[src/rtl/alu_pkg.sv]
// Shared opcode constants and writeback FSM state type for the ALU writeback stage.
package alu_pkg;

  localparam logic [2:0] OP_ADD = 3'b000;
  localparam logic [2:0] OP_SUB = 3'b001;
  localparam logic [2:0] OP_MUL = 3'b010;
  localparam logic [2:0] OP_DIV = 3'b011;
  localparam logic [2:0] OP_AND = 3'b100;
  localparam logic [2:0] OP_OR  = 3'b101;
  localparam logic [2:0] OP_NOT = 3'b110;
  localparam logic [2:0] OP_XOR = 3'b111;

  typedef enum logic [0:0] {
    WB_IDLE,
    WB_MUL_HI
  } wb_state_t;

endpackage

[src/rtl/alu_regfile.sv]
// Register file: NUM_REGS x DATA_W, two combinational read ports, one synchronous write port.
module alu_regfile #(
  parameter int NUM_REGS = 8,
  parameter int DATA_W   = 8,
  localparam int ADDR_W  = $clog2(NUM_REGS)
) (
  input  logic              clk,
  input  logic              rst_n,
  input  logic              wr_en,
  input  logic [ADDR_W-1:0] wr_addr,
  input  logic [DATA_W-1:0] wr_data,
  input  logic [ADDR_W-1:0] rd_addr_a,
  output logic [DATA_W-1:0] rd_data_a,
  input  logic [ADDR_W-1:0] rd_addr_b,
  output logic [DATA_W-1:0] rd_data_b
);

  logic [DATA_W-1:0] regs_q [NUM_REGS];
  logic [DATA_W-1:0] regs_d [NUM_REGS];

  always_comb begin
    regs_d = regs_q;
    if (wr_en) begin
      regs_d[wr_addr] = wr_data;
    end
  end

  always_ff @(posedge clk or negedge rst_n) begin
    if (!rst_n) begin
      for (int i = 0; i < NUM_REGS; i++) begin
        regs_q[i] <= '0;
      end
    end else begin
      regs_q <= regs_d;
    end
  end

  // No write bypass: a same-cycle read returns the pre-edge value.
  assign rd_data_a = regs_q[rd_addr_a];
  assign rd_data_b = regs_q[rd_addr_b];

endmodule

[src/rtl/alu_writeback.sv]
// ALU writeback stage: commits results to the register file, holds sticky flags and
// splits a 16-bit multiply into low-byte and high-byte writes over two cycles.
module alu_writeback
  import alu_pkg::*;
#(
  parameter int NUM_REGS = 8,
  parameter int DATA_W   = 8,
  localparam int ADDR_W  = $clog2(NUM_REGS)
) (
  input  logic                clk,
  input  logic                rst_n,
  input  logic                in_valid,
  output logic                in_ready,
  input  logic [2:0]          in_opcode,
  input  logic [ADDR_W-1:0]   in_rd,
  input  logic [DATA_W-1:0]   in_result,
  input  logic [2*DATA_W-1:0] in_mulresult,
  input  logic                in_carry,
  input  logic                in_zero,
  input  logic [ADDR_W-1:0]   rd_addr_a,
  output logic [DATA_W-1:0]   rd_data_a,
  input  logic [ADDR_W-1:0]   rd_addr_b,
  output logic [DATA_W-1:0]   rd_data_b,
  output logic                flag_carry,
  output logic                flag_zero,
  output logic                wb_valid,
  output logic [ADDR_W-1:0]   wb_addr,
  output logic [DATA_W-1:0]   wb_data,
  output logic [15:0]         wb_count
);

  wb_state_t         state_q, state_d;
  logic [DATA_W-1:0] hi_byte_q, hi_byte_d;
  logic [ADDR_W-1:0] hi_addr_q, hi_addr_d;
  logic              flag_carry_q, flag_carry_d;
  logic              flag_zero_q, flag_zero_d;
  logic              wb_valid_q, wb_valid_d;
  logic [ADDR_W-1:0] wb_addr_q, wb_addr_d;
  logic [DATA_W-1:0] wb_data_q, wb_data_d;
  logic [15:0]       wb_count_q, wb_count_d;

  logic              wr_en;
  logic [ADDR_W-1:0] wr_addr;
  logic [DATA_W-1:0] wr_data;

  alu_regfile #(
    .NUM_REGS (NUM_REGS),
    .DATA_W   (DATA_W)
  ) u_regfile (
    .clk       (clk),
    .rst_n     (rst_n),
    .wr_en     (wr_en),
    .wr_addr   (wr_addr),
    .wr_data   (wr_data),
    .rd_addr_a (rd_addr_a),
    .rd_data_a (rd_data_a),
    .rd_addr_b (rd_addr_b),
    .rd_data_b (rd_data_b)
  );

  always_comb begin
    state_d      = state_q;
    hi_byte_d    = hi_byte_q;
    hi_addr_d    = hi_addr_q;
    flag_carry_d = flag_carry_q;
    flag_zero_d  = flag_zero_q;
    wr_en        = 1'b0;
    wr_addr      = in_rd;
    wr_data      = in_result;

    case (state_q)
      WB_IDLE: begin
        if (in_valid) begin
          wr_en        = 1'b1;
          flag_carry_d = in_carry;
          flag_zero_d  = in_zero;
          if (in_opcode == OP_MUL) begin
            wr_data   = in_mulresult[DATA_W-1:0];
            hi_byte_d = in_mulresult[2*DATA_W-1:DATA_W];
            // Power-of-two register count makes the natural wrap give rd+1 mod NUM_REGS.
            hi_addr_d = in_rd + ADDR_W'(1);
            state_d   = WB_MUL_HI;
          end
        end
      end
      WB_MUL_HI: begin
        wr_en   = 1'b1;
        wr_addr = hi_addr_q;
        wr_data = hi_byte_q;
        state_d = WB_IDLE;
      end
    endcase

    wb_valid_d = wr_en;
    wb_addr_d  = wr_en ? wr_addr : wb_addr_q;
    wb_data_d  = wr_en ? wr_data : wb_data_q;
    wb_count_d = wr_en ? wb_count_q + 16'd1 : wb_count_q;
  end

  always_ff @(posedge clk or negedge rst_n) begin
    if (!rst_n) begin
      state_q      <= WB_IDLE;
      hi_byte_q    <= '0;
      hi_addr_q    <= '0;
      flag_carry_q <= 1'b0;
      flag_zero_q  <= 1'b0;
      wb_valid_q   <= 1'b0;
      wb_addr_q    <= '0;
      wb_data_q    <= '0;
      wb_count_q   <= '0;
    end else begin
      state_q      <= state_d;
      hi_byte_q    <= hi_byte_d;
      hi_addr_q    <= hi_addr_d;
      flag_carry_q <= flag_carry_d;
      flag_zero_q  <= flag_zero_d;
      wb_valid_q   <= wb_valid_d;
      wb_addr_q    <= wb_addr_d;
      wb_data_q    <= wb_data_d;
      wb_count_q   <= wb_count_d;
    end
  end

  assign in_ready   = (state_q == WB_IDLE);
  assign flag_carry = flag_carry_q;
  assign flag_zero  = flag_zero_q;
  assign wb_valid   = wb_valid_q;
  assign wb_addr    = wb_addr_q;
  assign wb_data    = wb_data_q;
  assign wb_count   = wb_count_q;

endmodule
[config.mk]
export PLATFORM = sky130hd
export DESIGN_NAME = alu_writeback
export DESIGN_NICKNAME = d
export VERILOG_FILES = /design/src/rtl/alu_pkg.sv /design/src/rtl/alu_regfile.sv /design/src/rtl/alu_writeback.sv
export SDC_FILE = /design/constraint.sdc
export NUM_CORES = 1
export LEC_CHECK = 0
export ABC_AREA = 1
export BUFFER_PORTS_ARGS = -buffer_cell sky130_fd_sc_hd__buf_2
export CORE_MARGIN = 1.5
export CORE_UTILIZATION = 50
export DETAILED_ROUTE_END_ITERATION = 16
export GPL_ROUTABILITY_DRIVEN = 0
export PLACE_DENSITY_LB_ADDON = 0.05
export SYNTH_ARGS = -nofsm -noshare
export SYNTH_HDL_FRONTEND = slang
export SYNTH_SLANG_ARGS = --single-unit
[constraint.sdc]
create_clock -name clk -period 2 [get_ports clk]
set_clock_uncertainty 0.05 [all_clocks]
set_input_delay 0.2 -clock clk [delete_from_list [all_inputs] [get_ports clk]]
set_output_delay 0.2 -clock clk [all_outputs]
set_load 0.02 [all_outputs]
Yosys cells after proc, flatten, opt, wreduce, memory -nomap -nowiden
Index checks and enable logic that the tools add are counted.
{"block": "word_totals", "register_bits": 106, "elab_cells": 49}
{"block": "op_classes", "add_sub_neg": 2, "magnitude_cmp": 4, "eq_ne": 1, "muxes": 18, "n_bitwise": 4, "reduce_logical": 3}
{"op": "64-bit bitwise mux", "n": 1}
{"op": "8-bit two-way mux", "n": 7}
{"op": "8-bit binary-select mux with 3-bit select", "n": 2}
{"op": "8-bit demux with 3-bit select", "n": 1}
{"op": "16-bit by 1-bit adder with 16-bit output, second input constant", "n": 1}
{"op": "8-bit one-hot mux with 2 select lines", "n": 1}
{"op": "4-bit >= comparator, second input constant", "n": 3}
{"op": "3-bit inverter with 4-bit output", "n": 3}
{"op": "4-bit by 1-bit less-than comparator with 1-bit output, second input constant", "n": 1}
{"op": "1-bit one-hot mux with 2 select lines", "n": 2}
{"op": "3-bit by 1-bit adder with 3-bit output, second input constant", "n": 1}
{"op": "3-bit by 2-bit == test with 1-bit output, second input constant", "n": 1}
{"op": "1-bit two-way mux", "n": 3}
{"op": "3-bit two-way mux", "n": 1}
{"op": "3-bit AND reduction", "n": 1}
{"op": "2-bit AND reduction", "n": 1}
{"op": "1-bit logical AND", "n": 1}
{"op": "1-bit inverter", "n": 1}

Depth between registers and ports, before layout
{"block": "depth", "ltp_word": 7, "mapped_depth": 10, "ltp_nobuf": 9}

Modules after synthesis
A second synthesis with hierarchy kept.
{"block": "hier_totals", "hier_cells": 865, "area_unflattened_um2": 5957.0}
{"mod": "alu_regfile", "instances": 1, "cells_per_inst": 589, "area_per_inst_um2": 3801.1}
{"mod": "alu_writeback", "instances": 1, "cells_per_inst": 276, "area_per_inst_um2": 2155.8}

Least setup slack after synthesis
OpenSTA, ideal clock, no wires.
{"block": "synth_timing", "kind": "register to register", "startpoint": "register wb_count_q[0] (netlist: wb_count[0])", "endpoint": "register wb_count_q[14] (netlist: wb_count[14])", "setup_ns": 0.117, "arrival_time_ns": 1.320, "setup_slack_ns": 0.513, "path_stages_with_launch": 9, "n_path_buf": 0, "period_less_slack_ns": 1.487, "path_cell_list": "dfrtp_1 -> ha_1 -> nand3_1 -> nor2_1 -> nand2_1 -> nor2_1 -> nand2_1 -> nand2_1 -> nand2_1"}
{"block": "synth_via", "elab_chain_len": 1}
{"item": "start: declaration", "line": "alu_writeback.sv:40", "text": "logic [15:0] wb_count_q, wb_count_d;"}
{"item": "start signal: assignment", "line": "alu_writeback.sv:120", "text": "wb_count_q <= wb_count_d;"}
{"item": "16-bit by 1-bit adder with 16-bit output", "line": "alu_writeback.sv:97", "text": "wb_count_d = wr_en ? wb_count_q + 16'd1 : wb_count_q;"}
No other way between the ends.
A chain may end at the register's enable or synchronous reset.

Worst setup path after layout
{"block": "layout_timing", "startpoint": "register u_regfile.regs_q[1] in the netlist's numbering", "endpoint": "output port rd_data_b[1]"}
{"block": "layout_via", "elab_chain_len": 3}
{"item": "start: declaration", "line": "alu_regfile.sv:18", "text": "logic [DATA_W-1:0] regs_q [NUM_REGS];"}
{"item": "start signal: assignment", "line": "alu_regfile.sv:34", "text": "regs_q <= regs_d;"}
{"item": "8-bit binary-select mux with 3-bit select", "line": "alu_regfile.sv:40", "text": "assign rd_data_b = regs_q[rd_addr_b];"}
{"item": "8-bit two-way mux (not written as such) (2 in series)", "line": "alu_regfile.sv:40"}
{"item": "end: declaration", "line": "alu_writeback.sv:23", "text": "output logic [DATA_W-1:0] rd_data_b,"}
No other way between the ends. The select of a mux whose other input is x is not followed.

==> metrics.yaml <==
route:
  wire_per_inst_microns: 15.0
  vias_per_cell: 5.28
  ant_nets: 0
  wirelength_microns: 15400
  via_count: 5410
  drt-initial-drc-count: 388
  first_pass_iters: 5
  drc_errors: 0
die:
  start_util_pct: 51.3
  core_sq_mm: 0.0114
  die_x_microns: 111
  die_area_sq_mm: 0.0124
  die_h_microns: 111
  rows: 39
  ios: 88
layout:
  drive_gt1_share_pct: 17.9
  design_area_sq_mm: 0.00681
  final_util_pct: 59.6
  final_nets: 919
  layout_commonest_cell: "nand2_1"
  n_antenna_cell: 0
  layout_common_cells: "nand2_1, dfrtp_1, buf_2"
  syn_to_final_growth_pct: 16.3
timing:
  hold_viol: 0
  max_slew_margin_pct: 65.0
  drv_slew: 0
  tightest_slew_ns: 0.524
  finalSetupViolations: 0
  grt_setup_unrepaired: "false"
  finalCriticalPeriod_ns: 1.70
  hold_ws_ns: 0.00593
  fin_crit_sh_pct: 85.2
  tns_ns: 0
  fmax_ghz: 0.587
clock_tree:
  clkSinkCount: 106
  cts_setup_buffers: 0
  cts_made_buffers: 9
  clk_pin_slew_worst_paths_ns: 0.07
  clock_latency_ns: 0.34
  cts.path.max_buffers: 2
  cts_htree_levels: 3
  cts_tree: "built"
  clockRootBuffer: "clkbuf_16"
synthesis:
  synth-simple-area-share_pct: 31.9
  synth_compound_area_share_pct: 12.7
  yosys_warnings: 0
  syn-num-nets: 837
  synth_async_sr_flop_share_pct: 100
  synth_adder_area_share_pct: 0.427
  yosys_register_bits: 106
  netlist_instances: 794
  synthMuxAreaShare_pct: 0.385
  synth-xor-area-share_pct: 1.50
  avgSynthCellArea_sq_um: 7.37
  synth_top_family_by_area: "simple AND/OR/NAND/NOR gates"
  synth_enable_flop_cells: 0
  synth_ff_type: "dfrtp_1"
  yosysSeqAreaShare_pct: 45.3
  syn-cell-area_sq_mm: 0.00585
  synth_cell_types: 30
critical_path:
  crit_fanout: 2
  start_kind: "register"
  ff2ff_setup_slack_ns: 0.30
  cp.arrival_ns: 1.45
  reg2reg_from: "state_q"
  endpoint_kind: "primary output"
  path_class: "register to primary output"
  cp.required_ns: 1.75
  rr_worst_depth: 8
  reg2reg_to: "u_regfile.regs_q[8]"
worst_hold_path:
  min_from: "in_mulresult[10]"
  holdPathStages: 3
  hold_path.class: "input port to register"
  whs_endpoint: "hi_byte_q[2]"
grt:
  use_met1_pct: 36.2
  grt_usage_pct: 26.1
  grt_pass1_wl_microns: 25800
  busiest_layer: "met2"
  gr-usage-met2_pct: 42.2
  grt_pass1_vias: 5247
  antenna_found_initial: 0
  grt_max_degree: 49
  gr-usage-met3_pct: 3.55
  overflow: 0
power_and_ir_drop:
  p_leak_uw: 0.00371
  ir_worst_vdd_uv: 489
  powerDensity_mw_per_mm2: 961
place:
  place_hpwl_microns: 11200
  placed_area_sq_mm: 0.00648
  place.port_buffers: 87
run_status:
  status: "finished, final reports clean"
job:
  maxCapViolations: 0
-- Yosys cell counts (all sizes together), types with 3 or more instances --
cell / number / area [sq um]
o21ai: 42 / 221
nand4: 3 / 18.8
a21oi: 32 / 160
nand2: 367 / 1420
inv: 84 / 318
clkbuf: 13 / 48.8
buf: 16 / 90.1
o211ai: 32 / 240
nor2: 28 / 209
dfrtp: 106 / 2650
nand3: 37 / 185
xnor2: 5 / 43.8
o21a: 16 / 120
xor2: 5 / 43.8
nand3b: 3 / 22.5
-- stage by stage --
stage	setup WS (ns)	total power (uW)	instances
global route	0.150	6950	1024
global placement	0.277	4680	1006
detailed placement	0.178	4740	1006
CTS	0.158	6580	1024
floorplan	0.513	4090	794
finish	0.297	6540	1024
-- where the power goes --
group	total, uW	switching (uW)	internal (uW)
Sequential	3000	393	2610
Combinational	1720	1100	619
Clock	1820	804	1020
Total	6540	2300	4250
-- kinds of logic (layout without fill, tap and decap cells) --
logic type / count (synthesis) / after routing
buf+inv: 113 / 200
mux: 2 / 2
flops: 106 / 106
simple gates: 439 / 439
compound gates: 122 / 122
fa+ha+maj: 2 / 2
xor+xnor: 10 / 10
-- metal layers --
metal,vias up,wire length (microns)
met5,-,0
met2,159,7140
met3,21,942
met1,2554,7030
met4,0,295
li1,2676,-
-- worst max-delay path, stage by stage (launching register included) --
cell,delay (ns)
dfrtp_1,0.39
inv_1,0.12
nand2_1,0.06
o211ai_1,0.10
nand2_1,0.09
o21a_1,0.18
buf_2,0.16
-- area by class of cell --
cell class,count,area (sq um)
fill,1108,4610
inverter,84,318
multi-input combinational,575,2750
timing repair buffer,100,603
clock buffer,10,239
sequential,106,2650
clock inverter,6,71.3
tap,143,179
-- flip-flops by register name (all words and copies together) (netlist names) --
name,cells
u_regfile.regs_q,64
wb_count,16
hi_byte_q,8
wb_data,8
hi_addr_q,3
wb_addr,3
flag_carry,1
flag_zero,1
state_q,1
wb_valid,1
-- worst max-delay path by stage --
| stage | start | end | slack (ns) | depth (start not counted) |
|---|---|---|---|---|
| CTS | state_q | u_regfile.regs_q[8] | 0.16 | 8 |
| global route | state_q | u_regfile.regs_q[35] | 0.15 | 7 |
| floorplan | wb_count[0] | wb_count[14] | 0.51 | 8 |
| global placement | state_q | u_regfile.regs_q[8] | 0.28 | 8 |
| finish | u_regfile.regs_q[1] | rd_data_b[1] | 0.30 | 6 |
| detailed placement | state_q | u_regfile.regs_q[8] | 0.18 | 8 |
-- repair_timing --
action	in CTS	in global routing
endpoints found under the setup margin	0	7
gates resized for setup	0	1
hold buffers	2	0
hold endpoints to repair	35	0
(Power assumes the default switching activity.)
